**src/rtl/reg_read_arbiter.sv**
```systemverilog
// rtl/reg_read_arbiter.sv - round-robin arbiter sharing one register-bank read port among 4 clients
module reg_read_arbiter #(
    parameter int AW     = 5,
    parameter int DW     = 32,
    parameter int RD_LAT = 1
) (
    input  logic            clk,
    input  logic            rst_n,
    input  logic [3:0]      req,
    input  logic [4*AW-1:0] req_addr,
    output logic [3:0]      ack,
    output logic [DW-1:0]   rdata,
    output logic [1:0]      mux_sel,
    output logic            bank_rd_en,
    output logic [AW-1:0]   bank_rd_addr,
    input  logic [DW-1:0]   bank_rd_data,
    output logic            busy
);

    logic [3:0]              outstanding;
    logic [1:0]              ptr;
    logic [3:0]              elig;
    logic                    grant_vld;
    logic [1:0]              grant_idx;
    logic [3:0]              grant_oh;
    logic [AW-1:0]           grant_addr;
    logic [RD_LAT-1:0]       pipe_vld;
    logic [RD_LAT-1:0][1:0]  pipe_id;

    // Scan downwards so the last hit, i.e. the one closest to ptr, wins.
    always_comb begin
        elig      = req & ~outstanding;
        grant_vld = |elig;
        grant_idx = ptr;
        for (int k = 3; k >= 0; k--) begin
            if (elig[ptr + 2'(k)]) begin
                grant_idx = ptr + 2'(k);
            end
        end
        grant_oh   = 4'b0001 << grant_idx;
        grant_addr = req_addr[int'(grant_idx)*AW +: AW];
    end

    // The pipe tail lines up with bank_rd_data, so the return path stays combinational.
    always_comb begin
        ack   = 4'b0000;
        rdata = '0;
        if (pipe_vld[RD_LAT-1]) begin
            ack   = 4'b0001 << pipe_id[RD_LAT-1];
            rdata = bank_rd_data;
        end
    end

    assign busy = |outstanding;

    always_ff @(posedge clk or negedge rst_n) begin
        if (!rst_n) begin
            ptr          <= 2'd0;
            outstanding  <= 4'b0000;
            bank_rd_en   <= 1'b0;
            bank_rd_addr <= '0;
            mux_sel      <= 2'd0;
            pipe_vld     <= '0;
            pipe_id      <= '0;
        end else begin
            if (grant_vld) begin
                bank_rd_en   <= 1'b1;
                bank_rd_addr <= grant_addr;
                mux_sel      <= grant_idx;
                ptr          <= grant_idx + 2'd1;
            end else begin
                bank_rd_en   <= 1'b0;
            end

            // A grant never targets an id being acked: outstanding ids are not eligible.
            outstanding <= (outstanding & ~ack) | (grant_vld ? grant_oh : 4'b0000);

            pipe_vld[0] <= bank_rd_en;
            pipe_id[0]  <= mux_sel;
            for (int k = 1; k < RD_LAT; k++) begin
                pipe_vld[k] <= pipe_vld[k-1];
                pipe_id[k]  <= pipe_id[k-1];
            end
        end
    end

endmodule
```
**config.mk**
```make
export PLATFORM = sky130hd
export DESIGN_NAME = reg_read_arbiter
export DESIGN_NICKNAME = d
export VERILOG_FILES = /design/src/rtl/reg_read_arbiter.sv
export SDC_FILE = /design/constraint.sdc
export NUM_CORES = 1
export LEC_CHECK = 0
export CAP_MARGIN = 10
export CORE_MARGIN = 3
export CORE_UTILIZATION = 33
export CTS_CLUSTER_SIZE = 40
export DETAILED_ROUTE_END_ITERATION = 8
export PLACE_DENSITY = 0.85
export SLEW_MARGIN = 40
export SYNTH_ARGS = -nofsm -noshare
export SYNTH_HDL_FRONTEND = slang
export SYNTH_SLANG_ARGS = --single-unit
```
**constraint.sdc**
```tcl
create_clock -name clk -period 1.8 [get_ports clk]
set_input_delay 0.36 -clock clk [delete_from_list [all_inputs] [get_ports clk]]
set_output_delay 0.36 -clock clk [all_outputs]
set_load 0.005 [all_outputs]
```
==> qor.yml <==
p_comb_share_pct: 72.3
die_y_um: 68.1
viasPerCell: 4.92
synthCells: 145
synth_top_area_share_pct: 33.5
r2r_start: "outstanding[1]"
whs_path_depth: 0
crit_arrival_ps: 2030
timing.critical_path.from_type: "register"
synth_area_per_cell_um2: 8.77
switching_share_pct: 39.8
fin_crit_sh_pct: 105
ys_ff_latch: 17
critical_path.startpoint: "outstanding[1]"
fillers: 267
synth_xor_area_share_pct: 0
drt_wl_total_um: 4910
powerDensity_nw_per_um2: 1510
hp-class: "reg2reg"
synth_cell_types: 36
grt_max_degree: 18
drt_iter0_drc: 116
routed-wl-met3_um: 205
finClkSkew_ps: 2.19
finalSetupViolations: 9
p_clk_share_pct: 7.1
tightestPinTransition_ps: 437
yosys.area.top_type: "dfrtp_1"
regArea_um2: 428
report.final.slew_viol_count: 0
cts_tree: "built"
cts-root-buf: "clkbuf_8"
switchingPower_w: 0.00162
violations: "negative setup slack"
dr_total_vias: 1590
hold_viol: 0
drive_gt1_share_pct: 23.1
grt_first_pass_wirelength_um: 6940
synth_edf_count: 0
async_reset_ff_share_pct: 100
min_period_ps: 1890
setup_ws_ps: -90.2
worstRegToRegCells: 6
wire_per_inst_um: 15.2
rsz0062_at_grt: "true"
finalNonFillerCells: 323
ios: 103
status: "finished with violations"
synth_area_leaders: "dfrtp_1, and2_1, a22oi_2"
worstSkewPairLatency_ps: 250
synth_compound_area_share_pct: 24.6
syn_area_um2: 1270
leakage_nw: 1.34
core_um2: 3520
critPathMaxFanout: 5
synth_fa_ha_area_share_pct: 0
areaGrowthSynthToFinish_pct: 112
multi_input_area_um2: 831
start_util_pct: 36.1
wl_met1_um: 2060
numPortBuffers: 102
max-vdd-ir-drop_uv: 886
finish.net_count: 336
rows: 21
wl_met2_um: 2580
dpl_worst_slack_ps: -574
dieArea_um2: 4630
die_x_um: 68.1
ctsHoldBuffers: 0
dp_cells: 305
antenna_found_initial: 0
critPathCapture: "bank_rd_addr[3]"
endpoint_kind: "register"
place_hpwl_um: 3590
cap_violations: 0
r2r_setup_slack_ps: -90
cp.required_ps: 1940
clock-sinks: 17
synth_mux_area_share_pct: 3.94
diodes: 0
ant_nets: 0
h-tree-depth: 1
yosys.area_share.simple_pct: 31.5
slew_headroom_pct: 70.9
gp_congestion: 0.800
drt-pass1-iter-count: 4
fmax_ghz: 0.529
drc_errors: 0
cts.path.max_buffers: 2
synth_flop_cell: "dfrtp_1"
p_seq_share_pct: 20.5
cts_buffers: 3
grt_pass1_vias: 1421
netlist_top_cells_count: "and2_1, dfrtp_1, nand2_1, o21ai_0"
cts.clk_slew.worst_paths_ps: 70
overflow: 0
seq_area_frac_synth_pct: 33.5
p_int_w: 0.00245
syn_nets: 203
synth_most_common_cell: "and2_1"
yosysWarnings: 0
synth_top_family_by_area: "simple AND/OR/NAND/NOR gates"
worstSetupPathType: "reg2reg"
r2r_end: "bank_rd_addr[3]"
grt_use_total_pct: 19.5
routed.top_layer: "met4"
[cell usage in the layout (no fill, tap or decap), drive strengths merged, types with 2 or more instances in the layout]
cell and n:
clkdlybuf4s50 61, buf 35, and2 32, dlygate4sd2 28, dfrtp 17, nand2 12
o21ai 12, dlymetal6s2s 10, a21o 6, a21oi 6, mux2i 5, a22oi 5
nor2 5, nor2b 4, inv 4, clkbuf 4, o22ai 4, nor3 3
or2b 2, nand2b 2, o31ai 2, and3 2, clkdlybuf4s15 2, a221oi 2
nor3b 2
[worst max-delay path, cell delays in order (launching register included)]
cell      delay (ps)
dfrtp_1          420
and2b_4          290
o22ai_2           70
a222oi_1         460
buf_4            250
mux2i_1          220
a22oi_2           70
[timing repair]
item,in CTS,in global routing
pin swaps,3,1
setup buffers,2,9
gates resized for setup,47,29
setup endpoints to repair,48,23
gates cloned,1,2
[stage by stage]
stage                     TNS (ps)  hold slack [ps]  area (µm²)  power [W]  util, %
final                         -520              396        2690    0.00408     76.4
after global routing         -2090              405        2690    0.00439     76.4
after CTS                     -322              389        2520    0.00368     71.5
after detailed placement     -6530              374        2440    0.00338     69.4
after global placement       -5410              368        2440    0.00331     69.4
after floorplan                  0             64.4        1270    0.00210        -
[power groups by stage]
stage                     Clock, W  Combinational (W)  Sequential [W]
final                     0.000291            0.00295        0.000837
after global routing      0.000310            0.00321        0.000870
after CTS                 0.000288            0.00259        0.000804
after detailed placement         0            0.00258        0.000799
after global placement           0            0.00252        0.000796
after floorplan                  0            0.00135        0.000743
[cell type report]
| cell class | instances | area share [%] |
|---|---|---|
| Clock buffer | 3 | 1.53 |
| Clock inverter | 1 | 0.186 |
| Inverter | 4 | 0.651 |
| Multi-Input combinational cell | 115 | 30.9 |
| Sequential cell | 17 | 15.9 |
| Tap cell | 46 | 2.14 |
| Timing Repair Buffer | 137 | 48.7 |
[cells by family (layout without fill, tap and decap cells)]
group           after synthesis  after routing
simple gates                 67             67
flops                        17             17
compound gates               43             43
buf+inv                      13            145
mux                           5              5
[flip-flops by register name (all words and copies together), names as in the netlist]
signal	cells
bank_rd_en	1
pipe_id	2
ptr	2
pipe_vld	1
outstanding	4
bank_rd_addr	5
mux_sel	2
[how the worst min path moves through the flow]
stage	start	endpoint
6_report	bank_rd_en	pipe_vld
5_1_grt	bank_rd_en	pipe_vld
4_1_cts	bank_rd_en	pipe_vld
3_5_place_dp	bank_rd_en	pipe_vld
3_3_place_gp	bank_rd_en	pipe_vld
2_1_floorplan	rst_n	bank_rd_addr[0]
[layer usage]
layer | vias to the layer above | GRT usage, %
met4 | 0 | 5.21
met2 | 52 | 33.8
met5 | - | 0
met1 | 745 | 25.0
met3 | 8 | 3.12
li1 | 785 | -
Power figures use the tool's default switching activity.
==> edit 1, RTL diff (config.mk and constraints unchanged) <==
`DW`: 32 -> 16.
--- a/src/rtl/reg_read_arbiter.sv
+++ b/src/rtl/reg_read_arbiter.sv
@@ -1,7 +1,7 @@
 // rtl/reg_read_arbiter.sv - round-robin arbiter sharing one register-bank read port among 4 clients
 module reg_read_arbiter #(
     parameter int AW     = 5,
-    parameter int DW     = 32,
+    parameter int DW     = 16,
     parameter int RD_LAT = 1
 ) (
     input  logic            clk,
Ports: changed (resized bank_rd_data and rdata); port bits go from 103 to 71. The function was not compared with the original's and may differ.
==> edit 1 against the original RTL <==
- the run still ends with setup timing left
- register-to-register slack better by 0.10 ns
- area after synthesis down 8.2%
- via count decreased by 17%
- sequential cell count stayed put
- cell count fell by 17%
- final area down 17%
- clock power shrank 29%
- setup slack improved by 0.055 ns
- total power down 12%
- non-clock buffer count decreased by 38
- wire length decreased by 17%
- critical path type is now in -> reg
==> edit 1: results (changes against the original RTL) <==
- Mapped Area: 1167 µm² (-8.2%)
- CP max FO: 8 (+3)
- Leak Pwr: 1.092 nW (-19%)
- Failing checks: setup timing
- DRT met1 WL: 1680 µm (-18%)
- Fraction of area in registers: 0.1922 (+0.03315)
- Grt met3 use: 0.02735 (-0.003848)
- Worst-Skew Late Latency: 0.29 ns (+0.04 ns)
- Clk cell area share: 0.01240 (-0.004808)
- Multi-input gate share of the layout cell area: 0.3416 (+0.03276)
- Clock root cell: clkbuf_4
- Register area: 426.7 µm² (-0.29%)
- Met1 GRT Util: 0.2583 (+0.008559)
- Post-CTS Setup Bufs: 8 (+6)
- Share of layout cells above drive strength 1: 0.2915 (+0.06043)
- Total Nets Final: 266 (-21%)
- Buffers excl. clock: 99 (-28%)
- Initial Util: 0.3645 (+0.003401)
- Yosys cell types: 36 (unchanged)
- Final worst setup slack: -0.03525 ns (+0.05491 ns)
- WL met2: 2176 µm (-16%)
- M2 GR Usage: 0.3262 (-0.01198)
- Non-clk buf share: 0.4211 (-0.06590)
- GR Util All Layers: 0.1926 (-0.002428)
- Setup-failing EPs final: 9 (unchanged)
- Reg clk slew, reported paths: 0.11 ns (+0.04 ns)
- Final GP Congestion: 0.9083 (+14%)
- Delay-heaviest family, CP: buffers and inverters
- Metal3 WL: 170 µm (-17%)
- Critical Path Start: req[0]
- Mapped Nets: 170 (-16%)
- Outcome: complete, but fails checks
- Via Count: 1316 (-17%)
- Net Sw Power: 1.492 mW (-8.0%)
- Worst ir drop on vdd: 904.6 µV (+2.1%)
- Multi-input gates: 99 (-14%)
- RR Startpoint: outstanding[3]$_DFF_PN0_
- DP Area: 1989 µm² (-19%)
- Tightest Pin Transition: 0.3601 ns (-0.07661 ns)
- HPWL after detailed placement: 2928 µm (-18%)
- Sequential fraction of the synthesis area: 0.3644 (+0.02977)
- Critical path's slowest cell: clkdlybuf4s50_1
- Iteration-0 DRC Markers: 49 (-58%)
- Synth area leaders: dfrtp_1, and2_1, a22oi_2
-- edit 1: logic make-up (layout without fill, tap and decap cells) --
| group | Yosys count | in the layout | synth area share |
|---|---|---|---|
| simple gates | 51 | 51 | 0.2572 |
| flops | 17 | 17 | 0.3644 |
| mux | 5 | 5 | 0.04287 |
| buf+inv | 12 | 107 | 0.06752 |
| compound gates | 43 | 43 | 0.2680 |
-- edit 1: path summary, 6_finish.rpt --
check | slack (ns) | cells after the start | to
worst max-delay path | -0.04 | 7 | outstanding[0]$_DFF_PN0_
worst min-delay path | 0.37 | 2 | bank_rd_addr[4]$_DFFE_PN0N_
worst max register to register | 0.01 | 7 | bank_rd_addr[2]$_DFFE_PN0N_
worst min register to register | 0.41 | 0 | pipe_vld$_DFF_PN0_
max in group asynchronous | 1.22 | 2 | pipe_vld$_DFF_PN0_
min in group clk | 0.41 | 0 | pipe_vld$_DFF_PN0_
-- edit 1: through the flow --
stage	hold slack, ns	power, mW	TNS [ns]	instances	setup slack [ns]
6_report	0.3736	3.577	-0.2454	267	-0.03525
5_1_grt	0.3985	3.858	-0.9133	267	-0.1211
4_1_cts	0.3779	3.419	-0.5042	264	-0.06837
3_5_place_dp	0.3769	2.960	-5.400	251	-0.5043
3_3_place_gp	0.3757	2.903	-5.102	251	-0.4685
2_1_floorplan	0.06441	1.983	0	128	0.1461
-- edit 1: power groups by stage --
stage          sequential, mW  clock (mW)  combinational [mW]
2_1_floorplan           0.731           0                1.25
3_3_place_gp            0.791           0                2.11
3_5_place_dp            0.797           0                2.16
4_1_cts                 0.805       0.217                2.40
5_1_grt                 0.860       0.232                2.77
6_report                0.824       0.207                2.55
==> edit 2, RTL diff (same flow settings) <==
Without the edit above. Reset style: synchronous (`rst_n`), changed in one clocked block.
--- a/src/rtl/reg_read_arbiter.sv
+++ b/src/rtl/reg_read_arbiter.sv
@@ -53,7 +53,7 @@
 
     assign busy = |outstanding;
 
-    always_ff @(posedge clk or negedge rst_n) begin
+    always_ff @(posedge clk) begin
         if (!rst_n) begin
             ptr          <= 2'd0;
             outstanding  <= 4'b0000;
Behaviour: differs if rst_n is asserted again (counterexample within 4 cycles, from zero or initial values and one cycle with rst_n low); with rst_n held inactive, the same outputs for 10 cycles.
==> edit 2 against the original RTL <==
- worst hold slack better by 0.073 ns
- setup slack improved by 0.12 ns
- wire length shrank 2.7%
- global-route usage shrank 1.5 points
- count of clock-buffer cells in the layout is the same
- total power decreased by 39%
- area after synthesis is 0.39% lower
- sequential cell count is the same
- die area decreased by 0.35%
- final area rose by 1.3%
- core utilization increased by 1.0 points
- critical endpoint is now outstanding[0]$_SDFF_PN0_
- largest cell class unchanged
- largest power group unchanged
==> edit 2: results (changes against the original RTL) <==
- Outcome: completed
- Grt met3 use: 0.03941 (+0.008210)
- Mapped Nets: 209 (+3.0%)
- Clock skew: 0.003341 ns (+0.001154 ns)
- Metal3 WL: 400 µm (+95%)
- Top sig layer: met4
- Total Nets Final: 336 (unchanged)
- Filler cells: 225 (-16%)
- FFs w/ async S/R, synth: 0 (-1.000)
- Drt wl/cell: 14.80 µm (-2.7%)
- Layer with the highest usage: met2
- Crit-path max cell delay: 0.40 ns (-0.06 ns)
- Pre-CTS setup slack: -0.4639 ns (+0.1098 ns)
- Initial antenna violation count: 0 (unchanged)
- Leak Pwr: 1.629 nW (+21%)
- Critical Path Start: ptr[0]$_SDFFE_PN0N_
- M2 GR Usage: 0.3285 (-0.009627)
- Antenna diode count: 0 (unchanged)
- DRT met1 WL: 1977 µm (-4.0%)
- Yosys cell types: 44 (+22%)
- WL met2: 2382 µm (-7.6%)
- Ys flop type: dfxtp_1
- Tightest Pin Transition: 0.4394 ns (+0.002741 ns)
- Clock root cell: clkbuf_8
- Share of layout cells above drive strength 1: 0.2094 (-0.02166)
- H-tree depth: 1 (unchanged)
- Non-filler instance count after layout: 323 (unchanged)
- Hold wc startpoint: mux_sel[0]$_SDFFE_PN0N_
- Sequential fraction of the synthesis area: 0.2688 (-0.06587)
- Vias in the first global route: 1448 (+1.9%)
- Critical path's slowest cell: or3b_4
- Met1 GRT Util: 0.2122 (-0.03751)
- Synthesized area per cell: 8.386 µm² (-4.4%)
- GR Util All Layers: 0.1802 (-0.01488)
- Placed Cells: 308 (+0.98%)
- Most frequent cells after synthesis: and2_1, dfxtp_1, nand3b_1
- Delay-heaviest family, CP: simple AND/OR/NAND/NOR gates
- Iteration-0 DRC Markers: 51 (-56%)
- First-pass GRT wire length: 6430 µm (-7.4%)
- CORE AREA: 3521 µm² (unchanged)
- Yosys warns: 0 (unchanged)
- Final non-filler cell area: 2726 µm² (+1.3%)
- DP Area: 2419 µm² (-0.97%)
- Largest net degree at the start of global routing: 19 (+1)
- Drt pass-1 iters: 6 (+2)
- Worst ir drop on vdd: 668.2 µV (-25%)
- IO Port Bufs: 102 (unchanged)
- CP max FO: 4 (-1)
- Top flop regs: bank_rd_addr x5, outstanding x4
- HPWL after detailed placement: 3464 µm (-3.5%)
- Synth area leaders: dfxtp_1, and2_1, mux2i_1
- DR vias/cell: 4.839 (-1.7%)
- Final GP Congestion: 0.9199 (+15%)
-- edit 2: cell count changes after synthesis, moves of 4 or more --
cell / delta
nand3b_1: +9
a21o_1: -6
dfxtp_1: +17
dfrtp_1: -17
and2_1: +5
a211oi_1: +4
a22oi_2: -5
-- edit 2: power breakdown --
part | total, mW | switching [mW] | leakage, nW | internal [mW]
Clock | 0.280 | 0.127 | 0.0255 | 0.153
Sequential | 0.649 | 0.125 | 0.145 | 0.524
Combinational | 1.56 | 0.623 | 1.46 | 0.932
-- edit 2: worst paths after layout --
kind | end | slack (ns) | cells after the start
worst max-delay path | outstanding[0]$_SDFF_PN0_ | 0.03 | 7
worst min-delay path | mux_sel[0]$_SDFFE_PN0N_ | 0.47 | 2
worst max register to register | outstanding[0]$_SDFF_PN0_ | 0.03 | 7
worst min register to register | mux_sel[0]$_SDFFE_PN0N_ | 0.47 | 2
-- edit 2: what timing repair did --
| action | 4_1_cts | 5_1_grt |
|---|---|---|
| endpoints found under the hold margin | 0 | 0 |
| cloned | 1 | 1 |
| gates resized for setup | 14 | 56 |
| pin swaps | 3 | 6 |
| setup endpoints to repair | 46 | 42 |
| buffers inserted | 4 | 6 |
-- edit 2: cell type report --
class | instances | share of cell area
repair buffers | 131 | 0.4943
inverters | 2 | 0.002754
clock buffers | 3 | 0.01514
multi-input cells | 123 | 0.3336
flip-flops and latches | 17 | 0.1313
well taps | 46 | 0.02111
clock inverters | 1 | 0.001836
-- edit 2: cell families (layout without fill, tap and decap cells) --
family,after synthesis,after routing,synth area share
flip-flops,17,17,0.2688
AO/OA/AOI/OAI,32,32,0.1759
AND/OR/NAND/NOR,81,81,0.4190
XOR/XNOR,1,1,0.006918
multiplexers,9,9,0.07510
buffers and inverters,11,137,0.05435
